$ cat src/rtl/io_regs_pkg.sv
// io_regs_pkg: shared I/O bus register map for the keyboard FIFO slave.
// Register indices, STATUS bit positions and CTRL bit positions.
package io_regs_pkg;

    typedef enum logic [1:0] {
        KB_REG_DATA   = 2'd0,
        KB_REG_STATUS = 2'd1,
        KB_REG_CTRL   = 2'd2,
        KB_REG_RSVD   = 2'd3
    } kb_reg_e;

    localparam int KB_ST_EMPTY = 16;
    localparam int KB_ST_FULL  = 17;
    localparam int KB_ST_OVF   = 18;

    localparam int KB_CTRL_FLUSH  = 0;
    localparam int KB_CTRL_CLROVF = 1;
    localparam int KB_CTRL_IRQEN  = 2;

endpackage

$ cat src/rtl/wb_kb_fifo_if.sv
// wb_kb_fifo_if: Wishbone classic bus bundle for the keyboard FIFO slave.
// Signal names keep the slave-side _i/_o suffixes.
interface wb_kb_fifo_if;

    logic [1:0]  adr_i;
    logic [31:0] dat_i;
    logic [31:0] dat_o;
    logic        we_i;
    logic [3:0]  sel_i;
    logic        stb_i;
    logic        cyc_i;
    logic        ack_o;

    modport master (
        output adr_i, dat_i, we_i, sel_i, stb_i, cyc_i,
        input  dat_o, ack_o
    );

    modport slave (
        input  adr_i, dat_i, we_i, sel_i, stb_i, cyc_i,
        output dat_o, ack_o
    );

endinterface

$ cat src/rtl/fifo_sync.sv
// fifo_sync: single-clock FIFO, register-array storage, combinational head.
// Caller guarantees no push when full and no pop when empty.
module fifo_sync #(
    parameter int DATA_WIDTH = 8,
    parameter int DEPTH_LOG2 = 4
) (
    input  logic                  clk,
    input  logic                  rst_n,
    input  logic                  push,
    input  logic                  pop,
    input  logic                  flush,
    input  logic [DATA_WIDTH-1:0] din,
    output logic [DATA_WIDTH-1:0] dout,
    output logic [DEPTH_LOG2:0]   count,
    output logic                  empty,
    output logic                  full
);

    localparam int CW = DEPTH_LOG2 + 1;
    localparam logic [CW-1:0] FULL_CNT = {1'b1, {DEPTH_LOG2{1'b0}}};

    logic [DATA_WIDTH-1:0] r_mem [2**DEPTH_LOG2];
    logic [DEPTH_LOG2-1:0] r_wp;
    logic [DEPTH_LOG2-1:0] r_rp;
    logic [CW-1:0]         r_cnt;

    always_ff @(posedge clk or negedge rst_n) begin
        if (!rst_n) begin
            r_wp  <= '0;
            r_rp  <= '0;
            r_cnt <= '0;
        end else if (flush) begin
            r_wp  <= '0;
            r_rp  <= '0;
            r_cnt <= '0;
        end else begin
            if (push) r_wp <= r_wp + DEPTH_LOG2'(1);
            if (pop)  r_rp <= r_rp + DEPTH_LOG2'(1);
            r_cnt <= r_cnt + CW'(push) - CW'(pop);
        end
    end

    always_ff @(posedge clk) begin
        if (push && !flush) r_mem[r_wp] <= din;
    end

    assign dout  = r_mem[r_rp];
    assign count = r_cnt;
    assign empty = (r_cnt == '0);
    assign full  = (r_cnt == FULL_CNT);

endmodule

$ cat src/rtl/wb_kb_fifo.sv
// wb_kb_fifo: Wishbone slave buffering PS/2 scan codes (DATA/STATUS/CTRL).
// Define WB_KB_FIFO_IRQ_EN to add the registered irq output.
module wb_kb_fifo
    import io_regs_pkg::*;
#(
    parameter int DEPTH_LOG2 = 4,
    parameter int DATA_WIDTH = 8
) (
    input  logic                  clk,
    input  logic                  rst_n,
    wb_kb_fifo_if.slave           wb,
    input  logic [DATA_WIDTH-1:0] kb_data,
    input  logic                  kb_valid,
`ifdef WB_KB_FIFO_IRQ_EN
    output logic                  irq,
`endif
    output logic                  kb_ready
);

    localparam int CW = DEPTH_LOG2 + 1;

    logic [DATA_WIDTH-1:0] w_head;
    logic [CW-1:0]         w_count;
    logic                  w_empty;
    logic                  w_full;
    logic                  w_req;
    logic                  w_rd;
    logic                  w_ctrl_wr;
    logic                  w_pop;
    logic                  w_push;
    logic                  w_drop;
    logic                  w_flush;
    logic                  w_clrovf;
    logic [31:0]           w_rdata;
    logic                  w_unused;

    logic                  r_ack;
    logic [31:0]           r_dat;
    logic                  r_ovf;
`ifdef WB_KB_FIFO_IRQ_EN
    logic                  r_irq_en;
    logic                  r_irq;
`endif

    assign w_req     = wb.cyc_i & wb.stb_i & ~r_ack;
    assign w_rd      = w_req & ~wb.we_i;
    assign w_ctrl_wr = w_req & wb.we_i & wb.sel_i[0]
                     & (wb.adr_i == KB_REG_CTRL);
    assign w_flush   = w_ctrl_wr & wb.dat_i[KB_CTRL_FLUSH];
    assign w_clrovf  = w_ctrl_wr & wb.dat_i[KB_CTRL_CLROVF];
    assign w_pop     = w_rd & ~w_empty & (wb.adr_i == KB_REG_DATA);

    // A flush swallows any push landing in the same cycle, without overflow.
    assign kb_ready  = ~w_full;
    assign w_push    = kb_valid & ~w_full & ~w_flush;
    assign w_drop    = kb_valid & w_full & ~w_flush;

    assign w_unused  = &{1'b0, wb.dat_i, wb.sel_i};

    fifo_sync #(
        .DATA_WIDTH (DATA_WIDTH),
        .DEPTH_LOG2 (DEPTH_LOG2)
    ) u_fifo (
        .clk   (clk),
        .rst_n (rst_n),
        .push  (w_push),
        .pop   (w_pop),
        .flush (w_flush),
        .din   (kb_data),
        .dout  (w_head),
        .count (w_count),
        .empty (w_empty),
        .full  (w_full)
    );

    always_comb begin
        w_rdata = '0;
        unique case (1'b1)
            (wb.adr_i == KB_REG_DATA): begin
                if (!w_empty) w_rdata[DATA_WIDTH:0] = {1'b1, w_head};
            end
            (wb.adr_i == KB_REG_STATUS): begin
                w_rdata[CW-1:0]    = w_count;
                w_rdata[KB_ST_EMPTY] = w_empty;
                w_rdata[KB_ST_FULL]  = w_full;
                w_rdata[KB_ST_OVF]   = r_ovf;
            end
            (wb.adr_i == KB_REG_CTRL): begin
`ifdef WB_KB_FIFO_IRQ_EN
                w_rdata[KB_CTRL_IRQEN] = r_irq_en;
`endif
            end
            default: w_rdata = '0;
        endcase
    end

    always_ff @(posedge clk or negedge rst_n) begin
        if (!rst_n) begin
            r_ack <= 1'b0;
            r_dat <= '0;
            r_ovf <= 1'b0;
        end else begin
            r_ack <= w_req;
            if (w_req) r_dat <= w_rd ? w_rdata : '0;
            r_ovf <= (r_ovf & ~w_clrovf) | w_drop;
        end
    end

`ifdef WB_KB_FIFO_IRQ_EN
    always_ff @(posedge clk or negedge rst_n) begin
        if (!rst_n) begin
            r_irq_en <= 1'b0;
            r_irq    <= 1'b0;
        end else begin
            if (w_ctrl_wr) r_irq_en <= wb.dat_i[KB_CTRL_IRQEN];
            r_irq <= r_irq_en & ~w_empty;
        end
    end

    assign irq = r_irq;
`endif

    assign wb.ack_o = r_ack;
    assign wb.dat_o = r_dat;

endmodule
$ cat src/flat_wrapper.sv
// flat-port wrapper written by rule: the top's interface ports become plain ports
module wb_kb_fifo_flat import io_regs_pkg::*;
#(
    parameter int DEPTH_LOG2 = 4,
    parameter int DATA_WIDTH = 8
)
  (clk, rst_n, kb_data, kb_valid, kb_ready, wb_adr_i, wb_dat_i, wb_we_i, wb_sel_i, wb_stb_i, wb_cyc_i, wb_dat_o, wb_ack_o);
  wb_kb_fifo_if wb_i ();
  input  logic clk;
  input  logic rst_n;
  input  logic [DATA_WIDTH-1:0] kb_data;
  input  logic kb_valid;
  output logic kb_ready;
  input wire logic [$bits(wb_i.adr_i)-1:0] wb_adr_i;
  input wire logic [$bits(wb_i.dat_i)-1:0] wb_dat_i;
  input wire logic [$bits(wb_i.we_i)-1:0] wb_we_i;
  input wire logic [$bits(wb_i.sel_i)-1:0] wb_sel_i;
  input wire logic [$bits(wb_i.stb_i)-1:0] wb_stb_i;
  input wire logic [$bits(wb_i.cyc_i)-1:0] wb_cyc_i;
  output wire logic [$bits(wb_i.dat_o)-1:0] wb_dat_o;
  output wire logic [$bits(wb_i.ack_o)-1:0] wb_ack_o;
  assign wb_i.adr_i = wb_adr_i;
  assign wb_i.dat_i = wb_dat_i;
  assign wb_i.we_i = wb_we_i;
  assign wb_i.sel_i = wb_sel_i;
  assign wb_i.stb_i = wb_stb_i;
  assign wb_i.cyc_i = wb_cyc_i;
  assign wb_dat_o = wb_i.dat_o;
  assign wb_ack_o = wb_i.ack_o;
  wb_kb_fifo #(.DEPTH_LOG2(DEPTH_LOG2), .DATA_WIDTH(DATA_WIDTH)) u_core (.clk(clk), .rst_n(rst_n), .wb(wb_i), .kb_data(kb_data), .kb_valid(kb_valid), .kb_ready(kb_ready));
endmodule
$ cat config.mk
export PLATFORM = sky130hd
export DESIGN_NAME = wb_kb_fifo_flat
export DESIGN_NICKNAME = d
export VERILOG_FILES = /design/src/rtl/io_regs_pkg.sv /design/src/rtl/wb_kb_fifo_if.sv /design/src/rtl/fifo_sync.sv /design/src/rtl/wb_kb_fifo.sv /design/src/flat_wrapper.sv
export SDC_FILE = /design/constraint.sdc
export NUM_CORES = 1
export LEC_CHECK = 0
export CAP_MARGIN = 25
export CELL_PAD_IN_SITES_DETAIL_PLACEMENT = 0
export CELL_PAD_IN_SITES_GLOBAL_PLACEMENT = 1
export CORE_ASPECT_RATIO = 1.1
export CORE_MARGIN = 2
export CORE_UTILIZATION = 45
export CTS_BUF_LIST = sky130_fd_sc_hd__clkbuf_4 sky130_fd_sc_hd__clkbuf_8
export CTS_CLUSTER_DIAMETER = 30
export DETAILED_ROUTE_END_ITERATION = 10
export HOLD_SLACK_MARGIN = 0.06
export PLACE_DENSITY_LB_ADDON = 0.1
export RECOVER_POWER = 100
export SKIP_CTS_REPAIR_TIMING = 1
export SLEW_MARGIN = 20
export SYNTH_ARGS = -nofsm -noshare
export SYNTH_HDL_FRONTEND = slang
export SYNTH_SLANG_ARGS = --single-unit
$ cat constraint.sdc
create_clock -name clk -period 5 [get_ports clk]
set_clock_uncertainty 0.15 [all_clocks]
set_input_delay 1 -clock clk [delete_from_list [all_inputs] [get_ports clk]]
set_output_delay 1 -clock clk [all_outputs]
set_load 0.01 [all_outputs]
# Word-level counts from Yosys, hierarchy flattened

Memories as Yosys holds them, arrays and structs flattened.
Cells that the tools add are included.

Add/subtract/negate cells: 4
Equal/unequal tests: 3
Mux-type cells: 12
Bitwise logic cells: 22
Reductions and logical operators: 6

Operator list:

| cell                                                | count |
|---|---|
| 2-to-1 mux 4 bit                                    | 5 |
| 2-to-1 mux 19 bit                                   | 1 |
| AND 1 bit                                           | 15 |
| case mux 5 bit (2 select lines)                     | 1 |
| 2-to-1 mux 9 bit                                    | 1 |
| adder 4 x 1 -> 4 bit, second input constant         | 2 |
| NOT 1 bit                                           | 6 |
| adder 5 x 1 -> 5 bit                                | 1 |
| equality test 5 bit, second input constant          | 1 |
| zero test 5 bit                                     | 1 |
| 2-to-1 mux 5 bit                                    | 1 |
| subtractor 5 x 1 -> 5 bit                           | 1 |
| nonzero test 2 bit                                  | 2 |
| 2-to-1 mux 3 bit                                    | 1 |
| equality test 2 x 1 -> 1 bit, second input constant | 1 |
| equality test 2 bit, second input constant          | 1 |
| zero test 2 bit                                     | 1 |
| 2-to-1 mux 1 bit                                    | 2 |
| logical AND 1 bit                                   | 1 |
| zero test 1 bit                                     | 1 |
| OR 1 bit                                            | 1 |

Flip-flop bits (word level): 47
RAM bits: 128
Output and inout port bits: 34
Word-level logic and storage cells: 54
Memories: 1

Memory list:

| memory              | depth | bits a word | read ports | clocked after Yosys merged registers in | write ports | RTL line        | source |
|---|---|---|---|---|---|---|---|
| u_core.u_fifo.r_mem | 16    | 8           | 1          | 0                                       | 1           | fifo_sync.sv:22 | `logic [DATA_WIDTH-1:0] r_mem [2**DEPTH_LOG2];` |

# Logic depth before layout (Yosys ltp)

Gate-level depths: netlist (run 1).

Depth after elaboration: 11
Gate-level depth with buffers: 15
Gate-level depth less buffers: 14

# By module

Synthesis (run 1) repeated with hierarchy kept, for this count alone.

Cell total of the unflattened synthesis: 372
Area total of the unflattened synthesis: 6575.1 sq um

Modules (own cells, without submodules):

| module     | times used | cells an instance | area an instance (sq um) |
|---|---|---|---|
| fifo_sync  | 1          | 299               | 5770.5 |
| wb_kb_fifo | 1          | 73                | 804.5 |

# Worst setup path before layout (run 1)

OpenSTA, ideal clock, no wires.

Path kind: input-to-reg
From: input wb_adr_i[1]
To: register u_core.u_fifo.r_cnt[4] (netlist: u_core.u_fifo.count[4])
Setup time: 124 ps
Arrival: 2910 ps
Slack: 1816 ps
Stages on the path: 12
Path through: nor2_1 > nand3_2 > inv_1 > ha_1 > inv_1 > ha_1 > inv_1 > fa_1 > nor2b_1 > o21bai_1 > a21oi_1 > nor3b_1

Word-level cells in the longest chain between the ends: 8
Elaborated cells between the ends (all ways): 10

RTL lines:

| what                      | RTL line           | source |
|---|---|---|
| start, declared           | flat_wrapper.sv:14 | `input wire logic [$bits(wb_i.adr_i)-1:0] wb_adr_i;` |
| equality test 2 bit       | wb_kb_fifo.sv:48   | `& (wb.adr_i == KB_REG_CTRL);` |
| AND 1 bit                 | wb_kb_fifo.sv:48   |  |
| AND 1 bit                 | wb_kb_fifo.sv:49   | `assign w_flush = w_ctrl_wr & wb.dat_i[KB_CTRL_FLUSH];` |
| NOT 1 bit                 | wb_kb_fifo.sv:55   | `assign w_push = kb_valid & ~w_full & ~w_flush;` |
| AND 1 bit                 | wb_kb_fifo.sv:55   |  |
| adder 5 x 1 -> 5 bit      | fifo_sync.sv:39    | `r_cnt <= r_cnt + CW'(push) - CW'(pop);` |
| subtractor 5 x 1 -> 5 bit | fifo_sync.sv:39    |  |
| 2-to-1 mux 5 bit (*)      | fifo_sync.sv:32    | `end else if (flush) begin` |
| end signal, assigned      | fifo_sync.sv:39    |  |
| end, declared             | fifo_sync.sv:25    | `logic [CW-1:0] r_cnt;` |

Mark *: on every way between the ends. The rest lies on a longest branch, timed or not.
A chain may end at the register's enable or synchronous reset.

# Worst setup path after layout (run 1)

From: input wb_stb_i
To: memory u_core.u_fifo.r_mem[11][0] (enable)

Word-level cells in the longest chain between the ends: 11
Elaborated cells between the ends (all ways): 12

RTL lines:

| what                                       | RTL line           | source |
|---|---|---|
| start, declared                            | flat_wrapper.sv:18 | `input wire logic [$bits(wb_i.stb_i)-1:0] wb_stb_i;` |
| AND 1 bit (*) (2 in series)                | wb_kb_fifo.sv:45   | `assign w_req = wb.cyc_i & wb.stb_i & ~r_ack;` |
| AND 1 bit (*) (2 in series)                | wb_kb_fifo.sv:47   | `assign w_ctrl_wr = w_req & wb.we_i & wb.sel_i[0]` |
| AND 1 bit (*)                              | wb_kb_fifo.sv:48   |  |
| AND 1 bit (*)                              | wb_kb_fifo.sv:49   |  |
| NOT 1 bit                                  | wb_kb_fifo.sv:55   |  |
| AND 1 bit                                  | wb_kb_fifo.sv:55   |  |
| logical AND 1 bit (*)                      | fifo_sync.sv:44    | `if (push && !flush) r_mem[r_wp] <= din;` |
| 2-to-1 mux 1 bit (*)                       | fifo_sync.sv:44    |  |
| 2-to-1 mux 1 bit (not written as such) (*) | fifo_sync.sv:44    |  |
| end, declared                              | fifo_sync.sv:22    |  |

Marks and branches as above.

==> results of run 1 <==
metrics by stage:
| step | cell area, um^2 | setup WS (ns) | cells |
|---|---|---|---|
| final | 7410 | 0.852 | 614 |
| after global routing | 7410 | 0.605 | 614 |
| after CTS | 7480 | 1.36 | 614 |
| after detailed placement | 7110 | 0.863 | 582 |
| after global placement | 7110 | 0.982 | 582 |
| after floorplan | 6690 | 1.82 | 385 |
cells in the final DEF (no fill, tap or decap), types with 3 or more instances in the layout:
cell and instances:
clkinvlp_4 3, clkdlybuf4s50_1 8, nor2_1 10, and2_0 8
edfxtp_1 128, mux4_2 15, nand3_1 6, mux4_1 17
nor2b_1 3, o221ai_1 3, a221o_1 5, nand2_1 15
ha_1 11, mux2i_1 17, nor4b_1 4, inv_6 4
conb_1 20, o22ai_1 5, a21oi_1 5, dfrtp_1 26
clkbuf_8 17, inv_1 13, clkbuf_1 10, dlygate4sd3_1 24
xor2_1 4
power groups by stage:
stage                     Sequential (mW)  Clock (mW)  Combinational (mW)
after floorplan                      1.65           0               0.648
after global placement               1.75           0               0.736
after detailed placement             1.76           0               0.750
after CTS                            1.73       0.899               0.750
after global routing                 1.75       0.954               0.802
final                                1.72       0.877               0.716
worst reg2reg max path: stages (launching register included):
cell and delay, ns:
dfrtp_1 0.36, nand3b_1 0.11, clkbuf_1 0.69, nor4_4 0.23, nor4b_1 0.75, and2_0 0.76
area by class of cell:
class / count / share of cell area (%)
Sequential cell: 155 / 61.0
Multi-Input combinational cell: 179 / 25.2
Timing Repair Buffer: 43 / 4.93
Clock buffer: 19 / 3.36
Tap cell: 192 / 3.24
Clock inverter: 13 / 1.60
Inverter: 13 / 0.658
sequential cells by signal, summed over array words and instances (netlist names):
| name | count |
|---|---|
| u_core.u_fifo.r_mem | 128 |
| u_core.wb.dat_o | 12 |
| u_core.u_fifo.count | 5 |
| u_core.u_fifo.r_rp | 4 |
| u_core.u_fifo.r_wp | 4 |
| u_core.r_ovf | 1 |
| u_core.wb.ack_o | 1 |
cells by family (layout without fill, tap and decap cells):
| logic type | count (synthesis) | after routing | share of synthesized area (%) |
|---|---|---|---|
| AND/OR/NAND/NOR | 67 | 67 | 6.41 |
| other | 1 | 20 | 0.0567 |
| AO/OA/AOI/OAI | 25 | 25 | 2.78 |
| flip-flops | 155 | 155 | 68.3 |
| buffers and inverters | 51 | 88 | 4.88 |
| adder cells (fa/ha/maj) | 12 | 12 | 2.38 |
| XOR/XNOR | 6 | 6 | 0.794 |
| multiplexers | 49 | 49 | 14.4 |
per-layer routing:
metal / wire, um / track usage, %
met1: 5720 / 23.6
met2: 6290 / 27.6
met3: 494 / 4.30
met4: 198 / 6.47
met5: 0 / 0
worst min path at each step:
stage / from / cells after the start / slack [ns] / end
floorplan: u_core.r_ovf / 1 / 0.30 / u_core.r_ovf
global placement: u_core.wb.dat_o[17] / 2 / 0.31 / u_core.wb.dat_o[17]
detailed placement: u_core.wb.dat_o[16] / 2 / 0.32 / u_core.wb.dat_o[16]
CTS: u_core.wb.dat_o[16] / 2 / 0.33 / u_core.wb.dat_o[16]
global route: u_core.wb.dat_o[18] / 1 / 0.37 / u_core.wb.dat_o[18]
finish: u_core.wb.dat_o[16] / 2 / 0.32 / u_core.wb.dat_o[16]
==> results.sh, run 1 <==
export IMPL_crit_required_ns=4.93
export IMPL_htree_levels=4
export IMPL_die_y_um=131
export IMPL_cts_tree="done"
export IMPL_reg2reg_depth=5
export IMPL_p_sw_uw=971
export IMPL_leakagePower_nw=2.59
export IMPL_worstHoldPathType="reg2reg"
export IMPL_routed_wl_mm=12.7
export IMPL_tns_ns=0
export IMPL_io_buffers=32
export IMPL_first_pass_iters=5
export IMPL_yosysTopAreaCell="edfxtp_1"
export IMPL_status="finished, violations left"
export IMPL_crit_path_end_kind="flop"
export IMPL_postRouteAntennaNets=0
export IMPL_synth_warnings=0
export IMPL_num_rows=46
export IMPL_grt_pass1_wl_mm=19.9
export IMPL_ys_seq_area_share_pct=68.3
export IMPL_rsz0062_at_grt="false"
export IMPL_place_congestion=0.696
export IMPL_synth_top_area_share_pct=58.1
export IMPL_clkPwrFrac_pct=26.5
export IMPL_utilization_pct=51.5
export IMPL_syn_inst=366
export IMPL_dr_first_iter_drc_count=175
export IMPL_swShare_pct=29.3
export IMPL_synthFlopType="edfxtp_1"
export IMPL_grt_overflow_total=0
export IMPL_clockBufferDepth=2
export IMPL_slowest_delay_ns=0.76
export IMPL_cap_violations=1
export IMPL_grt_max_degree=35
export IMPL_n_antenna_cell=0
export IMPL_cts_sinks=155
export IMPL_clk_latency_ns=0.45
export IMPL_nNetsFinal=473
export IMPL_crit_family="simple AND/OR/NAND/NOR gates"
export IMPL_cts_root_buf="clkbuf_8"
export IMPL_numCtsBuffers=17
export IMPL_ir_drop_mv=0.186
export IMPL_grt_antenna_before_repair=0
export IMPL_num_vias=3288
export IMPL_slew_viol_final=28
export IMPL_endpoint="u_core.u_fifo.r_mem[11][0]"
export IMPL_r2r_slack_ns=1.58
export IMPL_max_freq_mhz=241
export IMPL_fillers=1208
export IMPL_cp_depth=6
export IMPL_grt_usage_pct=17.5
export IMPL_drc_errors=0
export IMPL_finalCriticalPeriod_ns=4.15
export IMPL_combinationalPowerShare_pct=21.6
export IMPL_io_pins=86
export IMPL_synth_top_cells_by_area="edfxtp_1 (58%), dfrtp_1 (10%), mux4_1 (6.7%), mux4_2 (5.1%), buf_4 (2.6%)"
export IMPL_initial_core_util_pct=46.0
export IMPL_synth_cell_types=48
export IMPL_intPower_mw=2.35
export IMPL_finalHoldViolCount=0
export IMPL_synthArstFlopShare_pct=17.4
export IMPL_syn_avg_cell_area_um2=18.1
export IMPL_hold_ws_ns=0.320
export IMPL_relSlewSlack_pct=-4.61
export IMPL_drive_gt1_share_pct=13.0
export IMPL_die_w_um=120
export IMPL_worst_pin_slew_ns=1.57
export IMPL_path_max_fanout=18
export IMPL_critPathSlowestCell="and2_0"
export IMPL_clk_pin_slew_ns=0.08
export IMPL_ff_latch_area_um2=4520
export IMPL_critPathBufInv=2
export IMPL_startpoint_type="primary input"
export IMPL_dieArea_um2=15700
export IMPL_finalCritPeriodShare_pct=83.0
export IMPL_setup_viol=0
export IMPL_power_mw=3.32
export IMPL_reg2reg_to="u_core.u_fifo.r_mem[11][0]"
export IMPL_yosysMostFrequentCell="edfxtp_1"
export IMPL_violations="max-capacitance violations, max-slew violations"
export IMPL_dp_hpwl_mm=8.17
export IMPL_synth_seq_cells=155
export IMPL_grt_pass1_vias=3393
export IMPL_multi_input_area_um2=1870
export IMPL_cp_startpoint="wb_stb_i"
export IMPL_arrival_ns=4.08
export IMPL_coreArea_um2=14400
export IMPL_path_class="in2reg"
export IMPL_synth_edf_count=128
export IMPL_reg2reg_from="u_core.wb.ack_o"
export IMPL_wl_per_cell_um=20.7
export IMPL_syn2layout_area_growth_pct=12.0
export IMPL_synth_common_cells="edfxtp_1 (128), dfrtp_1 (27), buf_4 (23), mux2i_1 (17), mux4_1 (17)"
export IMPL_path_cells="dlygate4sd3_1, nand3b_1, clkbuf_1, nor4_4, nor4b_1, and2_0"
export IMPL_vias_per_cell=5.36
export IMPL_p_per_area_nw_per_um2=447
export IMPL_syn_area_um2=6620
export IMPL_p_seq_share_pct=51.9
(Power assumes the default switching activity.)
==> run 2, diff against run 1 <==
==> constraint.sdc (replaced) <==
create_clock -name clk -period 4 [get_ports clk]
set_clock_uncertainty 0.15 [all_clocks]
set_input_delay 0.8 -clock clk [delete_from_list [all_inputs] [get_ports clk]]
set_output_delay 0.8 -clock clk [all_outputs]
set_load 0.01 [all_outputs]
==> results.sh, run 2 (same netlist as run 1, synthesis figures left out) <==
export IMPL_fillers=1218
export IMPL_max_freq_mhz=288
export IMPL_dr_first_iter_drc_count=309
export IMPL_coreArea_um2=14400
export IMPL_path_max_fanout=6
export IMPL_status="finished, violations left"
export IMPL_num_vias=3341
export IMPL_postRouteAntennaNets=0
export IMPL_rsz0062_at_grt="false"
export IMPL_cts_tree="done"
export IMPL_n_antenna_cell=0
export IMPL_syn2layout_area_growth_pct=13.3
export IMPL_tns_ns=0
export IMPL_die_y_um=131
export IMPL_setup_viol=0
export IMPL_reg2reg_depth=7
export IMPL_cap_violations=1
export IMPL_reg2reg_from="u_core.u_fifo.count[2]"
export IMPL_dieArea_um2=15700
export IMPL_grt_pass1_wl_mm=20.7
export IMPL_die_w_um=120
export IMPL_routed_wl_mm=13.7
export IMPL_grt_antenna_before_repair=0
export IMPL_finalCritPeriodShare_pct=86.7
export IMPL_grt_max_degree=30
export IMPL_violations="max-capacitance violations, max-slew violations"
export IMPL_cts_root_buf="clkbuf_8"
export IMPL_p_per_area_nw_per_um2=578
export IMPL_io_buffers=32
export IMPL_vias_per_cell=5.39
export IMPL_finalCriticalPeriod_ns=3.47
export IMPL_grt_overflow_total=0
export IMPL_leakagePower_nw=2.65
export IMPL_path_class="in2reg"
export IMPL_slew_viol_final=30
export IMPL_worst_pin_slew_ns=1.71
export IMPL_layout_commonest_cell="edfxtp_1"
export IMPL_io_pins=86
export IMPL_power_mw=4.33
export IMPL_initial_core_util_pct=46.0
export IMPL_htree_levels=4
export IMPL_startpoint_type="primary input"
export IMPL_first_pass_iters=4
export IMPL_clk_pin_slew_ns=0.08
export IMPL_arrival_ns=3.69
export IMPL_drive_gt1_share_pct=13.1
export IMPL_final_cell_mix="edfxtp_1 (128), dfrtp_1 (27), dlygate4sd3_1 (25), conb_1 (20)"
export IMPL_crit_required_ns=4.22
export IMPL_hold_path_cell_count=2
export IMPL_hold_start="u_core.wb.dat_o[8]"
export IMPL_nNetsFinal=479
export IMPL_relSlewSlack_pct=-14.1
export IMPL_r2r_slack_ns=0.62
export IMPL_numCtsBuffers=17
export IMPL_largest_reg_flops=128
export IMPL_clk_latency_ns=0.45
export IMPL_clockBufferDepth=2
export IMPL_cts_sinks=155
export IMPL_num_rows=46
export IMPL_grt_usage_pct=18.6
export IMPL_crit_path_end_kind="flop"
export IMPL_worstHoldPathType="reg2reg"
export IMPL_regMostFlops="u_core.u_fifo.r_mem"
export IMPL_place_congestion=0.727
export IMPL_drc_errors=0
export IMPL_dp_hpwl_mm=8.34
export IMPL_wl_per_cell_um=22.1
export IMPL_finalHoldViolCount=0
export IMPL_ir_drop_mv=0.262
export IMPL_reg2reg_to="u_core.u_fifo.r_mem[10][0]"
export IMPL_whs_endpoint="u_core.wb.dat_o[8]"
export IMPL_grt_pass1_vias=3427
==> run 2: cell types whose count changed in the layout (fill, tap and decap cells not counted), moves of 2 or more <==
cell and delta:
clkbuf_4 -2, bufinv_16 +3, inv_6 -2, buf_4 +4
clkinv_2 +2, clkbuf_1 +2
==> run 2: worst max path at each step <==
stage / from / to / slack [ns] / cells after the start
after CTS: u_core.u_fifo.count[2] / u_core.u_fifo.count[4] / 0.72 / 14
after global routing: u_core.u_fifo.r_rp[1] / u_core.wb.dat_o[7] / 0.34 / 4
after floorplan: wb_adr_i[1] / u_core.u_fifo.count[4] / 1.02 / 12
after global placement: wb_adr_i[0] / u_core.u_fifo.count[4] / 0.34 / 13
after detailed placement: wb_adr_i[0] / u_core.u_fifo.count[4] / 0.30 / 13
final: wb_adr_i[0] / u_core.u_fifo.count[4] / 0.53 / 13
==> run 2: per-layer routing <==
layer  wire [um]  GRT usage (%)  part of all wire [%]
met5           0              0                     0
met4         192           6.60                   1.4
met3         573           4.21                   4.2
met2        7010           31.0                    51
met1        5900           23.9                    43
==> run 2: power breakdown <==
| part | internal (mW) | switching (mW) |
|---|---|---|
| clock network | 0.680 | 0.593 |
| logic | 0.471 | 0.438 |
| registers | 1.96 | 0.196 |
==> run 2: critical path: stages <==
cell and delay, ns:
dlygate4sd3_1 0.62, and4bb_1 0.47, nand3_1 0.26, inv_1 0.11
ha_1 0.22, inv_1 0.06, ha_1 0.17, inv_1 0.06
fa_1 0.38, nor2b_1 0.16, o21bai_1 0.10, nand3_1 0.08
nor3b_1 0.17
==> run 2: layout make-up <==
| class | instances | area (um^2) | share of cell area [%] |
|---|---|---|---|
| multi-input combinational | 179 | 1860 | 24.8 |
| clock inverter | 15 | 198 | 2.64 |
| tap | 192 | 240 | 3.20 |
| clock buffer | 17 | 234 | 3.12 |
| sequential | 155 | 4520 | 60.3 |
| timing repair buffer | 49 | 403 | 5.37 |
| inverter | 13 | 48.8 | 0.651 |
==> run 2: per-stage QoR <==
stage / cell area (um^2) / instances / setup WS [ns] / utilization [%] / hold slack [ns]
after CTS: 7580 / 620 / 0.722 / 52.7 / 0.338
final: 7500 / 620 / 0.533 / 52.1 / 0.332
after global routing: 7500 / 620 / 0.343 / 52.1 / 0.360
after global placement: 7150 / 588 / 0.338 / 49.7 / 0.312
after detailed placement: 7150 / 588 / 0.298 / 49.7 / 0.318
after floorplan: 6690 / 385 / 1.02 / - / 0.301
==> run 3, diff against run 2 <==
--- a/config.mk
+++ b/config.mk
@@ -21,4 +21,5 @@
 export SLEW_MARGIN = 20
 export SYNTH_ARGS = -nofsm -noshare
 export SYNTH_HDL_FRONTEND = slang
+export SYNTH_HIERARCHICAL = 1
 export SYNTH_SLANG_ARGS = --single-unit
==> results.sh, run 3 <==
export IMPL_status="finished clean"
export IMPL_synth_cell_types=44
export IMPL_place_area_um2=7120
export IMPL_largest_reg_flops=128
export IMPL_coreArea_um2=14300
export IMPL_busiest_layer="met2"
export IMPL_leakagePower_nw=2.63
export IMPL_power_mw=4.44
export IMPL_clockBufferDepth=2
export IMPL_place_congestion=0.703
export IMPL_tns_ns=0
export IMPL_htree_levels=4
export IMPL_io_pins=86
export IMPL_num_vias=3311
export IMPL_rsz0062_at_grt="false"
export IMPL_clk_latency_ns=0.45
export IMPL_worst_pin_slew_ns=1.13
export IMPL_stdcell_area_um2=7390
export IMPL_reg2reg_from="u_core/u_fifo/count[3]"
export IMPL_regMostFlops="u_core/u_fifo/r_mem"
export IMPL_gr_usage_met3_pct=3.56
export IMPL_numCtsBuffers=17
export IMPL_routed_wl_mm=12.6
export IMPL_synth_common_cells="edfxtp_1 (128), dfrtp_1 (27), nor2_1 (22)"
export IMPL_dieArea_um2=15600
export IMPL_crit_path_end_kind="flop"
export IMPL_drive_gt1_share_pct=14.7
export IMPL_synth_edf_count=128
export IMPL_syn_inst=372
export IMPL_crit_required_ns=4.15
export IMPL_synthArstFlopShare_pct=17.4
export IMPL_syn2layout_area_growth_pct=12.4
export IMPL_yosysMostFrequentCell="edfxtp_1"
export IMPL_grt_pass1_wl_mm=19.1
export IMPL_startpoint_type="primary input"
export IMPL_whs_endpoint="u_core/wb.dat_o[8]"
export IMPL_ys_seq_area_share_pct=68.7
export IMPL_layout_commonest_cell="edfxtp_1"
export IMPL_reg2reg_depth=15
export IMPL_p_per_area_nw_per_um2=601
export IMPL_arrival_ns=3.60
export IMPL_synth_seq_cells=155
export IMPL_cts_sinks=155
export IMPL_n_antenna_cell=0
export IMPL_hold_path_cell_count=1
export IMPL_grt_overflow_total=0
export IMPL_setup_viol=0
export IMPL_fin_ws_ns=0.542
export IMPL_grt_max_degree=26
export IMPL_dr_first_iter_drc_count=157
export IMPL_relSlewSlack_pct=24.6
export IMPL_clk_pin_slew_ns=0.08
export IMPL_finalCritPeriodShare_pct=86.4
export IMPL_drc_errors=0
export IMPL_max_freq_mhz=289
export IMPL_critPathSlowestCell="dlygate4sd3_1"
export IMPL_hold_start="u_core/wb.dat_o[8]"
export IMPL_nNetsFinal=492
export IMPL_io_buffers=32
export IMPL_die_w_um=119
export IMPL_postRouteAntennaNets=0
export IMPL_cts_tree="done"
export IMPL_final_cell_mix="edfxtp_1 (128), dfrtp_1 (27), dlygate4sd3_1 (23), nor2_1 (22)"
export IMPL_slew_viol_final=0
export IMPL_path_max_fanout=9
export IMPL_slowest_delay_ns=0.71
export IMPL_synthFlopType="edfxtp_1"
export IMPL_finalHoldViolCount=0
export IMPL_cts_root_buf="clkbuf_8"
export IMPL_die_y_um=131
export IMPL_syn_area_um2=6580
export IMPL_grt_pass1_vias=3308
export IMPL_first_pass_iters=4
export IMPL_grt_use_met1_pct=22.6
export IMPL_wl_per_cell_um=19.9
export IMPL_worstHoldPathType="reg2reg"
export IMPL_cap_violations=0
export IMPL_synth_top_area_share_pct=58.5
export IMPL_initial_core_util_pct=45.9
export IMPL_grt_usage_pct=17.3
export IMPL_yosysTopAreaCell="edfxtp_1"
export IMPL_r2r_slack_ns=0.71
export IMPL_reg2reg_to="u_core/u_fifo/count[4]"
export IMPL_vias_per_cell=5.23
export IMPL_grt_antenna_before_repair=0
export IMPL_dp_hpwl_mm=8.04
export IMPL_syn_avg_cell_area_um2=17.7
export IMPL_ir_drop_mv=0.248
export IMPL_num_rows=46
export IMPL_finalCriticalPeriod_ns=3.46
export IMPL_use_met2_pct=29.2
export IMPL_synth_warnings=6
export IMPL_post_place_ws_ns=0.329
export IMPL_synth_top_cells_by_area="edfxtp_1 (58%), dfrtp_1 (10%), mux4_2 (7.2%), mux4_1 (4.4%), a22oi_1 (2.4%)"
export IMPL_path_cells="dlygate4sd3_1, nor2_8, nor4b_1, ha_1, inv_1, ha_1, inv_1, fa_1, nor2b_1, o21bai_1, a21oi_1, nor3b_1"
export IMPL_path_class="in2reg"
[run 3: cell types whose count changed after synthesis, sizes merged, moves of 5 or more]
cell | previous run | this run
o21ai | 1 | 6
o22ai | 5 | 0
and2 | 8 | 1
nor4 | 5 | 0
mux2i | 17 | 2
a221o | 5 | 0
a22o | 1 | 6
nor2 | 10 | 23
a22oi | 0 | 21
[run 3: power breakdown]
group | total (mW) | internal [mW] | switching (mW)
Combinational | 1.21 | 0.580 | 0.633
Clock | 1.10 | 0.518 | 0.578
Sequential | 2.13 | 1.97 | 0.164
Total | 4.44 | 3.07 | 1.37
[run 3: cells by family (layout without fill, tap and decap cells)]
logic type,after synthesis,after routing,share of synthesized area [%]
xor gates and xnor gates,8,8,1.07
muxes,34,34,11.9
DFF,155,155,68.7
other,1,20,0.0570
and+or+nand+nor,74,74,6.56
buffers and inverters,49,99,5.02
AOI/OAI and AO/OA,39,39,4.26
adders and majority gates,12,12,2.40
[run 3: routing by layer]
metal  vias to the layer above  routed length, um
met1                      1688               5600
met3                        16                488
met4                         0                185
met5                         -                  0
met2                        79               6300
li1                       1528                  -
[run 3: final cells by class]
cell class,count,area (um^2)
well taps,192,240
fillers,1195,6940
inverters,12,45.0
flip-flops and latches,155,4520
clock inverters,12,114
clock buffers,20,256
multi-input cells,187,1770
repair buffers,55,444
[run 3: how the worst max path moves through the flow]
stage | from | to | slack (ns) | cells after the start
floorplan | u_core/u_fifo/count[3] | u_core/u_fifo/count[4] | 0.87 | 14
global placement | wb_adr_i[0] | u_core/u_fifo/count[4] | 0.37 | 12
detailed placement | wb_adr_i[0] | u_core/u_fifo/count[4] | 0.33 | 12
CTS | wb_adr_i[0] | u_core/u_fifo/count[4] | 0.82 | 12
global route | wb_adr_i[0] | u_core/u_fifo/r_mem[4][5] | 0.34 | 7
finish | wb_adr_i[0] | u_core/u_fifo/count[4] | 0.54 | 12
[run 3: through the flow]
| stage | util, % | hold WS, ns | instances |
|---|---|---|---|
| after CTS | 52.3 | 0.338 | 633 |
| after detailed placement | 49.7 | 0.321 | 601 |
| final | 51.6 | 0.326 | 633 |
| after global placement | 49.7 | 0.315 | 601 |
| after global routing | 51.6 | 0.347 | 633 |
| after floorplan | - | 0.316 | 391 |
[run 3: worst max-delay path, delay by kind of cell]
kind	cells	cell delay, ns
AO/OA/AOI/OAI	2	0.27
adder cells (fa/ha/maj)	3	0.84
buffers and inverters	3	0.82
AND/OR/NAND/NOR	4	0.87
